===== config.mk =====
export PLATFORM = sky130hd
export DESIGN_NAME = alu_writeback_flat
export DESIGN_NICKNAME = d
export VERILOG_FILES = /design/src/rtl/alu_writeback_pkg.sv /design/src/rtl/alu_writeback_if.sv /design/src/rtl/alu_writeback_slot.sv /design/src/rtl/alu_writeback.sv /design/src/flat_wrapper.sv
export SDC_FILE = /design/constraint.sdc
export NUM_CORES = 1
export LEC_CHECK = 0
export ABC_AREA = 1
export CAP_MARGIN = 20
export CORE_UTILIZATION = 38
export DETAILED_ROUTE_END_ITERATION = 7
export GPL_ROUTABILITY_DRIVEN = 1
export PLACE_DENSITY_LB_ADDON = 0.2
export SLEW_MARGIN = 10
export SYNTH_ARGS = -nofsm -noshare
export SYNTH_HDL_FRONTEND = slang
export SYNTH_SLANG_ARGS = --single-unit
export TNS_END_PERCENT = 10

===== constraint.sdc =====
create_clock -name clk -period 1.3 [get_ports clk]
set_input_delay 0.26 -clock clk [delete_from_list [all_inputs] [get_ports clk]]
set_output_delay 0.26 -clock clk [all_outputs]
set_load 0.02 [all_outputs]

===== src/rtl/alu_writeback_pkg.sv =====
// -----------------------------------------------------------------------------
// alu_writeback_pkg
// Shared definitions for the ALU execute/writeback stage:
//   DATA_W        datapath width (accumulator, results, register data)
//   slot_state_e  one-entry write slot FSM encoding (SLOT_EMPTY / SLOT_FULL)
//   fwd_select()  read-data forwarding mux helper
// -----------------------------------------------------------------------------
package alu_writeback_pkg;

  localparam int DATA_W = 8;

  typedef enum logic {
    SLOT_EMPTY = 1'b0,
    SLOT_FULL  = 1'b1
  } slot_state_e;

  // Picks the in-flight slot data over the raw register-file data on a hit.
  function automatic logic [DATA_W-1:0] fwd_select(
    input logic              use_slot,
    input logic [DATA_W-1:0] slot_data,
    input logic [DATA_W-1:0] rf_data
  );
    logic [DATA_W-1:0] res;
    if (use_slot) begin
      res = slot_data;
    end else begin
      res = rf_data;
    end
    return res;
  endfunction

endpackage


===== src/rtl/alu_writeback_if.sv =====
// -----------------------------------------------------------------------------
// alu_writeback_if
// Bundles the ALU-result handshake (ex_*) and the register-file write port
// (rf_*) seen by the writeback stage.
//   master : the environment (ALU + register file) side
//   slave  : the writeback stage side
// Parameter: ADDR_W register-file address width.
// -----------------------------------------------------------------------------
interface alu_writeback_if
  import alu_writeback_pkg::*;
#(
  parameter int ADDR_W = 8
);

  // ALU result handshake
  logic              ex_valid;
  logic              ex_ready;
  logic [DATA_W-1:0] ex_result;
  logic              ex_accum_write;
  logic              ex_reg_write;
  logic [ADDR_W-1:0] ex_reg_addr;
  logic              ex_z_write;
  logic              ex_zout;
  logic              ex_c_write;
  logic              ex_cout;

  // Register-file write port
  logic              rf_we;
  logic [ADDR_W-1:0] rf_waddr;
  logic [DATA_W-1:0] rf_wdata;
  logic              rf_wready;

  modport master (
    output ex_valid, ex_result, ex_accum_write, ex_reg_write, ex_reg_addr,
           ex_z_write, ex_zout, ex_c_write, ex_cout, rf_wready,
    input  ex_ready, rf_we, rf_waddr, rf_wdata
  );

  modport slave (
    input  ex_valid, ex_result, ex_accum_write, ex_reg_write, ex_reg_addr,
           ex_z_write, ex_zout, ex_c_write, ex_cout, rf_wready,
    output ex_ready, rf_we, rf_waddr, rf_wdata
  );

endinterface


===== src/rtl/alu_writeback_slot.sv =====
// -----------------------------------------------------------------------------
// wb_slot
// One-entry buffer for the pending register-file write plus the retire/ready
// logic of the writeback stage.
// Ports:
//   clk, reset        clock, asynchronous active-high reset
//   ex_valid          ALU result valid
//   in_data/in_addr   result and destination captured on accept
//   in_reg_write      captured op targets the register file
//   rf_wready         register file takes the write this cycle
//   ex_ready          stage can accept (EMPTY or retiring this cycle)
//   accept            ex_valid && ex_ready
//   slot_full         slot FSM is FULL
//   slot_reg_write    held op is a register write
//   slot_addr/data    held destination address / data
// -----------------------------------------------------------------------------
module wb_slot
  import alu_writeback_pkg::*;
#(
  parameter int ADDR_W = 8
) (
  input  logic              clk,
  input  logic              reset,
  input  logic              ex_valid,
  input  logic [DATA_W-1:0] in_data,
  input  logic [ADDR_W-1:0] in_addr,
  input  logic              in_reg_write,
  input  logic              rf_wready,
  output logic              ex_ready,
  output logic              accept,
  output logic              slot_full,
  output logic              slot_reg_write,
  output logic [ADDR_W-1:0] slot_addr,
  output logic [DATA_W-1:0] slot_data
);

  slot_state_e       state_q, state_d;
  logic [DATA_W-1:0] data_q, data_d;
  logic [ADDR_W-1:0] addr_q, addr_d;
  logic              reg_write_q, reg_write_d;
  logic              retire_s;

  // Non-register ops retire unconditionally; register ops wait for rf_wready.
  // ex_ready depends only on slot state and rf_wready, never on ex_valid.
  assign retire_s       = (state_q == SLOT_FULL) && (!reg_write_q || rf_wready);
  assign ex_ready       = (state_q == SLOT_EMPTY) || retire_s;
  assign accept         = ex_valid && ex_ready;
  assign slot_full      = (state_q == SLOT_FULL);
  assign slot_reg_write = reg_write_q;
  assign slot_addr      = addr_q;
  assign slot_data      = data_q;

  // Next-state and capture logic for the one-entry slot.
  always_comb begin
    state_d     = state_q;
    data_d      = data_q;
    addr_d      = addr_q;
    reg_write_d = reg_write_q;

    case (state_q)
      SLOT_EMPTY: begin
        if (accept) begin
          state_d = SLOT_FULL;
        end else begin
          state_d = SLOT_EMPTY;
        end
      end
      SLOT_FULL: begin
        if (accept) begin
          state_d = SLOT_FULL;   // retire and reload on the same edge
        end else if (retire_s) begin
          state_d = SLOT_EMPTY;
        end else begin
          state_d = SLOT_FULL;   // held: address/data stay stable
        end
      end
      default: begin
        state_d = SLOT_EMPTY;
      end
    endcase

    if (accept) begin
      data_d      = in_data;
      addr_d      = in_addr;
      reg_write_d = in_reg_write;
    end else begin
      data_d      = data_q;
      addr_d      = addr_q;
      reg_write_d = reg_write_q;
    end
  end

  // Slot registers; reset discards any pending write.
  always_ff @(posedge clk or posedge reset) begin
    if (reset) begin
      state_q     <= SLOT_EMPTY;
      data_q      <= {DATA_W{1'b0}};
      addr_q      <= {ADDR_W{1'b0}};
      reg_write_q <= 1'b0;
    end else begin
      state_q     <= state_d;
      data_q      <= data_d;
      addr_q      <= addr_d;
      reg_write_q <= reg_write_d;
    end
  end

endmodule


===== src/rtl/alu_writeback.sv =====
// -----------------------------------------------------------------------------
// alu_writeback
// Execute/writeback stage behind the ALU. Commits accumulator and Z/C flags on
// accept (visible to the next ALU op with no bubble), buffers one register-file
// write in wb_slot, and resolves read-after-write hazards against that slot.
// Ports:
//   clk, reset     clock, asynchronous active-high reset
//   wb             alu_writeback_if.slave: ex_* handshake, rf_* write port
//   accum          architectural accumulator (to ALU)
//   flag_z/flag_c  zero / carry flags (flag_c feeds ALU cin)
//   rd_addr        address being read by decode
//   rd_data        raw register-file read data
//   rd_data_fwd    hazard-resolved read data
//   hazard_stall   decode must hold
// Configuration macro: WB_BYPASS_EN
//   defined   -> slot data is forwarded on a hit, hazard_stall stays 0
//   undefined -> raw read data passes through, hazard_stall = hit
// -----------------------------------------------------------------------------
module alu_writeback
  import alu_writeback_pkg::*;
#(
  parameter int                ADDR_W    = 8,
  parameter logic [DATA_W-1:0] ACCUM_RST = 8'h00
) (
  input  logic              clk,
  input  logic              reset,
  alu_writeback_if.slave    wb,
  output logic [DATA_W-1:0] accum,
  output logic              flag_z,
  output logic              flag_c,
  input  logic [ADDR_W-1:0] rd_addr,
  input  logic [DATA_W-1:0] rd_data,
  output logic [DATA_W-1:0] rd_data_fwd,
  output logic              hazard_stall
);

  logic [DATA_W-1:0] accum_q, accum_d;
  logic              flag_z_q, flag_z_d;
  logic              flag_c_q, flag_c_d;

  logic              accept_s;
  logic              slot_full_s;
  logic              slot_reg_write_s;
  logic [ADDR_W-1:0] slot_addr_s;
  logic [DATA_W-1:0] slot_data_s;
  logic              hit_s;

  wb_slot #(
    .ADDR_W (ADDR_W)
  ) u_slot (
    .clk            (clk),
    .reset          (reset),
    .ex_valid       (wb.ex_valid),
    .in_data        (wb.ex_result),
    .in_addr        (wb.ex_reg_addr),
    .in_reg_write   (wb.ex_reg_write),
    .rf_wready      (wb.rf_wready),
    .ex_ready       (wb.ex_ready),
    .accept         (accept_s),
    .slot_full      (slot_full_s),
    .slot_reg_write (slot_reg_write_s),
    .slot_addr      (slot_addr_s),
    .slot_data      (slot_data_s)
  );

  assign wb.rf_we    = slot_full_s && slot_reg_write_s;
  assign wb.rf_waddr = slot_addr_s;
  assign wb.rf_wdata = slot_data_s;

  assign accum  = accum_q;
  assign flag_z = flag_z_q;
  assign flag_c = flag_c_q;

  // Accumulator and flags commit at accept, independent of the slot draining,
  // so a stalled register write never delays an already accepted flag update.
  always_comb begin
    accum_d  = accum_q;
    flag_z_d = flag_z_q;
    flag_c_d = flag_c_q;
    if (accept_s) begin
      if (wb.ex_accum_write) begin
        accum_d = wb.ex_result;
      end else begin
        accum_d = accum_q;
      end
      if (wb.ex_z_write) begin
        flag_z_d = wb.ex_zout;
      end else begin
        flag_z_d = flag_z_q;
      end
      if (wb.ex_c_write) begin
        flag_c_d = wb.ex_cout;
      end else begin
        flag_c_d = flag_c_q;
      end
    end else begin
      accum_d  = accum_q;
      flag_z_d = flag_z_q;
      flag_c_d = flag_c_q;
    end
  end

  // Architectural accumulator and flag registers.
  always_ff @(posedge clk or posedge reset) begin
    if (reset) begin
      accum_q  <= ACCUM_RST;
      flag_z_q <= 1'b0;
      flag_c_q <= 1'b0;
    end else begin
      accum_q  <= accum_d;
      flag_z_q <= flag_z_d;
      flag_c_q <= flag_c_d;
    end
  end

  // A read hits when the pending register write targets the same address.
  assign hit_s = slot_full_s && slot_reg_write_s && (slot_addr_s == rd_addr);

`ifdef WB_BYPASS_EN
  assign rd_data_fwd  = fwd_select(hit_s, slot_data_s, rd_data);
  assign hazard_stall = 1'b0;
`else
  assign rd_data_fwd  = fwd_select(1'b0, slot_data_s, rd_data);
  assign hazard_stall = hit_s;
`endif

endmodule

===== src/flat_wrapper.sv =====
// flat-port wrapper written by rule: the top's interface ports become plain ports
module alu_writeback_flat import alu_writeback_pkg::*;
#(
  parameter int                ADDR_W    = 8,
  parameter logic [DATA_W-1:0] ACCUM_RST = 8'h00
)
  (clk, reset, accum, flag_z, flag_c, rd_addr, rd_data, rd_data_fwd, hazard_stall, wb_ex_valid, wb_ex_result, wb_ex_accum_write, wb_ex_reg_write, wb_ex_reg_addr, wb_ex_z_write, wb_ex_zout, wb_ex_c_write, wb_ex_cout, wb_rf_wready, wb_ex_ready, wb_rf_we, wb_rf_waddr, wb_rf_wdata);
  alu_writeback_if #(.ADDR_W(ADDR_W)) wb_i ();
  input  logic clk;
  input  logic reset;
  output logic [DATA_W-1:0] accum;
  output logic flag_z;
  output logic flag_c;
  input  logic [ADDR_W-1:0] rd_addr;
  input  logic [DATA_W-1:0] rd_data;
  output logic [DATA_W-1:0] rd_data_fwd;
  output logic hazard_stall;
  input wire logic [$bits(wb_i.ex_valid)-1:0] wb_ex_valid;
  input wire logic [$bits(wb_i.ex_result)-1:0] wb_ex_result;
  input wire logic [$bits(wb_i.ex_accum_write)-1:0] wb_ex_accum_write;
  input wire logic [$bits(wb_i.ex_reg_write)-1:0] wb_ex_reg_write;
  input wire logic [$bits(wb_i.ex_reg_addr)-1:0] wb_ex_reg_addr;
  input wire logic [$bits(wb_i.ex_z_write)-1:0] wb_ex_z_write;
  input wire logic [$bits(wb_i.ex_zout)-1:0] wb_ex_zout;
  input wire logic [$bits(wb_i.ex_c_write)-1:0] wb_ex_c_write;
  input wire logic [$bits(wb_i.ex_cout)-1:0] wb_ex_cout;
  input wire logic [$bits(wb_i.rf_wready)-1:0] wb_rf_wready;
  output wire logic [$bits(wb_i.ex_ready)-1:0] wb_ex_ready;
  output wire logic [$bits(wb_i.rf_we)-1:0] wb_rf_we;
  output wire logic [$bits(wb_i.rf_waddr)-1:0] wb_rf_waddr;
  output wire logic [$bits(wb_i.rf_wdata)-1:0] wb_rf_wdata;
  assign wb_i.ex_valid = wb_ex_valid;
  assign wb_i.ex_result = wb_ex_result;
  assign wb_i.ex_accum_write = wb_ex_accum_write;
  assign wb_i.ex_reg_write = wb_ex_reg_write;
  assign wb_i.ex_reg_addr = wb_ex_reg_addr;
  assign wb_i.ex_z_write = wb_ex_z_write;
  assign wb_i.ex_zout = wb_ex_zout;
  assign wb_i.ex_c_write = wb_ex_c_write;
  assign wb_i.ex_cout = wb_ex_cout;
  assign wb_i.rf_wready = wb_rf_wready;
  assign wb_ex_ready = wb_i.ex_ready;
  assign wb_rf_we = wb_i.rf_we;
  assign wb_rf_waddr = wb_i.rf_waddr;
  assign wb_rf_wdata = wb_i.rf_wdata;
  alu_writeback #(.ADDR_W(ADDR_W), .ACCUM_RST(ACCUM_RST)) u_core (.clk(clk), .reset(reset), .wb(wb_i), .accum(accum), .flag_z(flag_z), .flag_c(flag_c), .rd_addr(rd_addr), .rd_data(rd_data), .rd_data_fwd(rd_data_fwd), .hazard_stall(hazard_stall));
endmodule

==> metrics.txt, run 1 <==
post-DR wirelength/cell=12.5 um; synth warn=0; FMAX=635 MHz; Critical Setup Path Class=flip-flop to output port; max-cap viol count=0; via count=1340; RSZ-0062 raised after global routing=yes; fin util=between 60% and 70%; area grow syn2layout=58.5%; gr ovfl total=0; Crit. Startpoint=u_core.u_slot.slot_addr[1]; CTS root buffer=clkbuf_4; CTS Sinks=28; TritonCTS clock tree=yes; worst stage delay on the critical path=0.41 ns; DIE AREA=3900 um^2; worst reg2reg startpoint=u_core.u_slot.slot_reg_write; drt via density=4.60; final net count=~290; CP arrival=between 1 and 1.5 ns; Max clock buf depth=2; Setup Viol. Count Final=12; crit-path cells=inv_1 -> nand2_1 -> nand2_1 -> nor2_1 -> nand3_1 -> nor2_2 -> buf_6; DP HPWL=2640 um; IO Port Bufs=62; Final WS setup=-0.274 ns; share of the yosys chip area belonging to registers=50.5%; Worst Setup Start Kind=flip-flop; max-slew violations=0; layout cells sized above 1=30.2%; GP Congestion=0.757; clock latency on the worst-skew pair=0.32 ns; placed insts=279; measured slew at the worst slew-check pin=0.419 ns; largest cells by area after synthesis=dfrtp_1 (50%), nand2_1 (16%), buf_4 (4.9%); largest net degree at the start of global routing=29; Post-DRT Antenna Nets=0; Period minus WS final=1.57 ns; initial antenna violation count=0; total power=2.52 mW; vias in the first global route=1333; Worst setup EP type=output port; Worst path most repeated cell=nand2_1; Yosys top cell by area=dfrtp_1; syn_area_per_cell=8.27 um^2; Slew headroom=72.0%; die width=62.5 um; Cell Pwr Density=1140 nW/um^2; top-area cell type share of the netlist area=50.5%; Clock Skew=0.00583 ns; I/O pin cnt=79; slowest cell on the critical path=dfrtp_1; Final Routed Wirelength=3650 um; drt initial violations=56; Core Area=3420 um^2; Initial Util=40.7%; cell leakage power=1.14 nW; first-pass GRT wire length=between 5000 and 6000 um; Hold Path Class=primary input to asynchronous set/reset pin; DRC violations left=0; Overall Global Routing Usage=19.1%; H-tree depth=1; required time worst endpoint=1.04 ns; Synth cell types=21; Finished Layout Cells=291; Fin. Hold Viols=0; Mapped Cells=168; status=finished, violations left; failing checks=negative setup slack; Worst Path Max Fanout=3; Tcrit/Tclk final=121%; die height=62.5 um; #FFs+latches synth=28; Reg clk slew, reported paths=0.16 ns; Synth Net Count=210; Post-Synthesis Cell Area=1390 um^2; number of fill cells in the layout=306; # rows=21; CTS buffer count=3; maximum vdd drop=0.000805 V; DR pass1 iterations=4; Inserted Diodes=0
-- cell usage after synthesis, drive strengths merged --
| cell | number |
|---|---|
| nand3 | 12 |
| clkbuf | 1 |
| o21ai | 11 |
| inv | 18 |
| xnor2 | 1 |
| buf | 13 |
| a21oi | 5 |
| nor2 | 16 |
| nand4 | 2 |
| nand3b | 1 |
| nand2 | 60 |
| dfrtp | 28 |
-- worst paths after layout --
kind | cells past startpoint | end | slack, ns
max in group asynchronous | 3 | u_core.u_slot.slot_addr[3] | 0.90
min in group clk | 3 | u_core.flag_z | 0.48
hold / removal | 3 | u_core.flag_z | 0.24
setup / recovery | 7 | hazard_stall | -0.27
setup reg to reg | 9 | u_core.accum[3] | -0.04
hold reg to reg | 2 | u_core.u_slot.slot_data[5] | 0.50
-- layout by cell type (no fill, tap or decap), drive strengths merged --
cell,Yosys,final
dfrtp,28,28
clkbuf,1,16
bufinv,0,1
nand3,12,12
clkdlybuf4s50,0,33
nand2,60,62
inv,18,18
dlygate4sd2,0,1
xnor2,1,1
buf,13,35
nor2,16,16
o21ai,11,11
nand3b,1,1
a21oi,5,5
clkdlybuf4s15,0,3
nand4,2,2
-- layout make-up --
cell class	count	area (um^2)	area share [%]
Multi-Input combinational cell	110	556	25.2
Clock inverter	1	30.0	1.36
Tap cell	46	57.6	2.62
Sequential cell	28	701	31.8
Timing Repair Buffer	85	764	34.7
Clock buffer	3	22.5	1.02
Inverter	18	70.1	3.18
-- kinds of logic after synthesis --
group / share of synthesized area (%)
AND/OR/NAND/NOR: 29.1
buffers and inverters: 12.7
flip-flops: 50.5
AO/OA/AOI/OAI: 7.12
XOR/XNOR: 0.631
-- metal layers --
| layer | global-route usage (%) | vias to the layer above | wire length (um) |
|---|---|---|---|
| met4 | 5.52 | 0 | 15 |
| met5 | 0 | - | 0 |
| li1 | - | 668 | - |
| met1 | 23.3 | 630 | 1540 |
| met3 | 3.47 | 2 | 203 |
| met2 | 34.1 | 40 | 1890 |
-- worst max-delay path: cells and delay by family (launching register included) --
kind / cells / cell delay (ns)
flops: 1 / 0.41
simple gates: 5 / 0.39
buf+inv: 2 / 0.18
-- sequential cells by signal, indices dropped and copies added (netlist names) --
name	flops
u_core.flag_z	1
u_core.accum	8
u_core.u_slot.slot_full	1
u_core.u_slot.slot_reg_write	1
u_core.flag_c	1
u_core.u_slot.slot_addr	8
u_core.u_slot.slot_data	8
-- repair_timing --
| action | in CTS | in global routing |
|---|---|---|
| pin swaps | 3 | 12 |
| cloned | 0 | 2 |
| setup buffers | 1 | 6 |
| hold buffers | 0 | 0 |
| gates resized for setup | 99 | 25 |
| setup endpoints to repair | 56 | 50 |
-- report_power, final --
group	switching (mW)	internal, mW	total, mW	leakage (nW)
logic	0.463	0.417	0.880	0.780
clock network	0.259	0.312	0.571	0.0279
registers	0.0765	0.991	1.07	0.335
-- metrics by stage --
stage	setup slack (ns)	area [um^2]	TNS [ns]	hold slack, ns
finish	-0.274	2200	-0.653	0.239
global route	-0.409	2200	-1.73	0.251
CTS	-0.292	2220	-2.06	0.251
detailed placement	-0.722	2110	-9.71	0.462
global placement	-0.708	2110	-9.99	0.460
floorplan	0.0340	1390	0	0.325
Power figures use the tool's default switching activity.
==> run 2: changes to the inputs <==
- CTS_CLUSTER_DIAMETER: not set -> 30
- REMOVE_ABC_BUFFERS: not set -> 1
- clock period: 1.3 -> 1.8 ns (I/O delays scaled with it)
==> run 2 against run 1 <==
Effect of this change:
- the flow now finishes without violations
- clock-buffer cell count is the same
- clock skew shrank 0.0012 ns
- flip-flop and latch count is the same
- total power shrank 36%
- clock power shrank 56%
- core utilization shrank 4.6 points
- worst setup slack gained 0.34 ns
- via count shrank 6.3%
- largest power group unchanged
==> metrics.txt, run 2 (same netlist as run 1, synthesis figures left out) <==
Final Routed Wirelength=3350 um (was 3650 um); Worst setup EP type=output port (unchanged); Reg2Reg Depth=8 (was 9); CTS buffer count=3 (unchanged); crit-path cells=clkdlybuf4s50_1 -> nand2_1 -> nand2_1 -> nor2_2 -> nand3_1 -> nor2_1 -> buf_4 (was inv_1 -> nand2_1 -> nand2_1 -> nor2_1 -> nand3_1 -> nor2_2 -> buf_6); TritonCTS clock tree=yes (unchanged); Seq pwr share=47.7% (was 42.4%); largest net degree at the start of global routing=31 (was 29); Reg clk slew, reported paths=0.14 ns (was 0.16 ns); Tcrit/Tclk final=96.3%; DIE AREA=3900 um^2 (unchanged); # hold bufs at CTS=0 (unchanged); vias in the first global route=1212 (was 1333); FMAX=a little under 600 MHz; layout cells sized above 1=11.9% (was 30.2%); TNS Setup=0 ns (was -0.653 ns); RSZ-0062 raised after global routing=yes (unchanged); worst stage delay on the critical path=0.41 ns (about the same); maximum vdd drop=0.000367 V (was 0.000805 V); DR pass1 iterations=4 (unchanged); post-DR wirelength/cell=12.3 um (was 12.5 um); final net count=270 (was 288); CTS root buffer=clkbuf_4 (unchanged); Setup Viol. Count Final=0 (was 12); clock latency on the worst-skew pair=0.32 ns (about the same); slowest cell on the critical path=clkdlybuf4s50_1 (was dfrtp_1); CTS Sinks=28 (unchanged); via count=1256 (was 1340); Period minus WS final=1.73 ns; Core Area=3420 um^2 (unchanged); Cell Pwr Density=790 nW/um^2 (was 1140 nW/um^2); Post-DRT Antenna Nets=0 (unchanged); placed insts=268 (was 279); max-cap viol count=0 (unchanged); CP arrival=1.37 ns (was 1.31 ns); initial antenna violation count=0 (unchanged); Sw Share=33.0% (was 31.7%); power share of the clock group=15.6% (was 22.7%); Worst Path Max Fanout=2 (was 3); Final WS setup=0.0659 ns (was -0.274 ns); Worst Setup Start Kind=primary input (was flip-flop); Overall Global Routing Usage=17.4% (was 19.1%); DP HPWL=2540 um (was 2640 um); Fin. Hold Viols=0 (unchanged); gr ovfl total=0 (unchanged); required time worst endpoint=1.44 ns (was 1.04 ns); cell leakage power=1.06 nW (was 1.14 nW); DRC violations left=0 (unchanged); H-tree depth=1 (unchanged); Max clock buf depth=2 (unchanged); max-slew violations=0 (unchanged); most frequent cells in the layout=nand2_1 (58), clkdlybuf4s50_1 (51), dfrtp_1 (28) (was nand2_1 (56), clkdlybuf4s50_1 (33), dfrtp_1 (28)); Inserted Diodes=0 (unchanged); Hold Path Class=primary input to asynchronous set/reset pin (unchanged); Worst R2R Setup Slack=0.34 ns (was -0.04 ns); I/O pin cnt=79 (unchanged); Gate power share=36.7% (was 34.9%); first-pass GRT wire length=5440 um (was 5960 um); drt initial violations=46 (was 56); Slew headroom=76.7% (was 72.0%); total power=1.61 mW (was 2.52 mW); die height=62.5 um (unchanged); Clock Skew=0.00463 ns (was 0.00583 ns); Initial Util=40.7% (unchanged); status=completed (was finished, violations left); switching power=0.532 mW (was 0.799 mW); cell-internal power=1.08 mW (was 1.72 mW); GP Congestion=0.765 (was 0.757); Worst path most repeated cell=nand2_1 (unchanged); # rows=21 (unchanged); area grow syn2layout=47.1% (was 58.5%); measured slew at the worst slew-check pin=0.349 ns (was 0.419 ns); drt via density=4.62 (was 4.60); reg-to-reg endpoint=u_core.accum[3] (unchanged); setup slack at placement=-0.469 ns (was -0.722 ns); Critical Setup Path Class=primary input to output port (was flip-flop to output port); worst reg2reg startpoint=u_core.u_slot.slot_reg_write (unchanged); die width=62.5 um (unchanged); Finished Layout Cells=272 (was 291); most common cell after layout, fill and taps aside=nand2_1 (unchanged); IO Port Bufs=62 (unchanged)
## run 2: per-stage QoR
step	hold WS, ns	cell area, um^2	utilization [%]
floorplan	0.425	1280	-
global placement	0.459	2000	58.6
detailed placement	0.462	2000	58.6
CTS	0.402	2020	59.1
global route	0.408	2040	59.8
finish	0.390	2040	59.8
## run 2: worst max-delay path: cells and delay by family
family	cells	cell delay, ns
buffers and inverters	2	0.56
AND/OR/NAND/NOR	5	0.46
## run 2: worst max-delay path by stage
| stage | slack, ns | cells past startpoint | startpoint | endpoint |
|---|---|---|---|---|
| finish | 0.07 | 7 | rd_addr[3] | hazard_stall |
| CTS | -0.01 | 8 | rd_addr[0] | hazard_stall |
| global placement | -0.42 | 8 | rd_addr[5] | hazard_stall |
| floorplan | 0.36 | 6 | u_core.u_slot.slot_addr[7] | hazard_stall |
| detailed placement | -0.47 | 8 | rd_addr[0] | hazard_stall |
| global route | -0.02 | 7 | u_core.u_slot.slot_addr[1] | hazard_stall |
## run 2: area by class of cell
| class | count | area [um^2] |
|---|---|---|
| clock buffer | 3 | 22.5 |
| fill | 327 | 1370 |
| inverter | 18 | 67.6 |
| multi-input combinational | 108 | 514 |
| sequential | 28 | 701 |
| tap | 46 | 57.6 |
| timing repair buffer | 69 | 681 |
## run 2: power groups by stage
stage	Sequential, mW	Combinational, mW	Clock (mW)
final	0.770	0.592	0.252
after CTS	0.771	0.595	0.265
after global routing	0.782	0.644	0.284
after detailed placement	0.783	0.601	0
after global placement	0.776	0.590	0
after floorplan	0.882	0.173	0
## run 2: what timing repair did
item                                    4_1_cts  5_1_grt
endpoints found under the hold margin         0        0
buffers inserted                              0        1
gates resized for setup                       9       10
endpoints found under the setup margin        5        1
pin swaps                                     0        7
## run 2: layer usage
metal / vias up / global-route usage [%] / wire (um)
met2: 52 / 31.7 / 1810
met4: 0 / 4.36 / 16
li1: 630 / - / -
met5: - / 0 / 0
met1: 572 / 20.0 / 1300
met3: 2 / 4.93 / 218
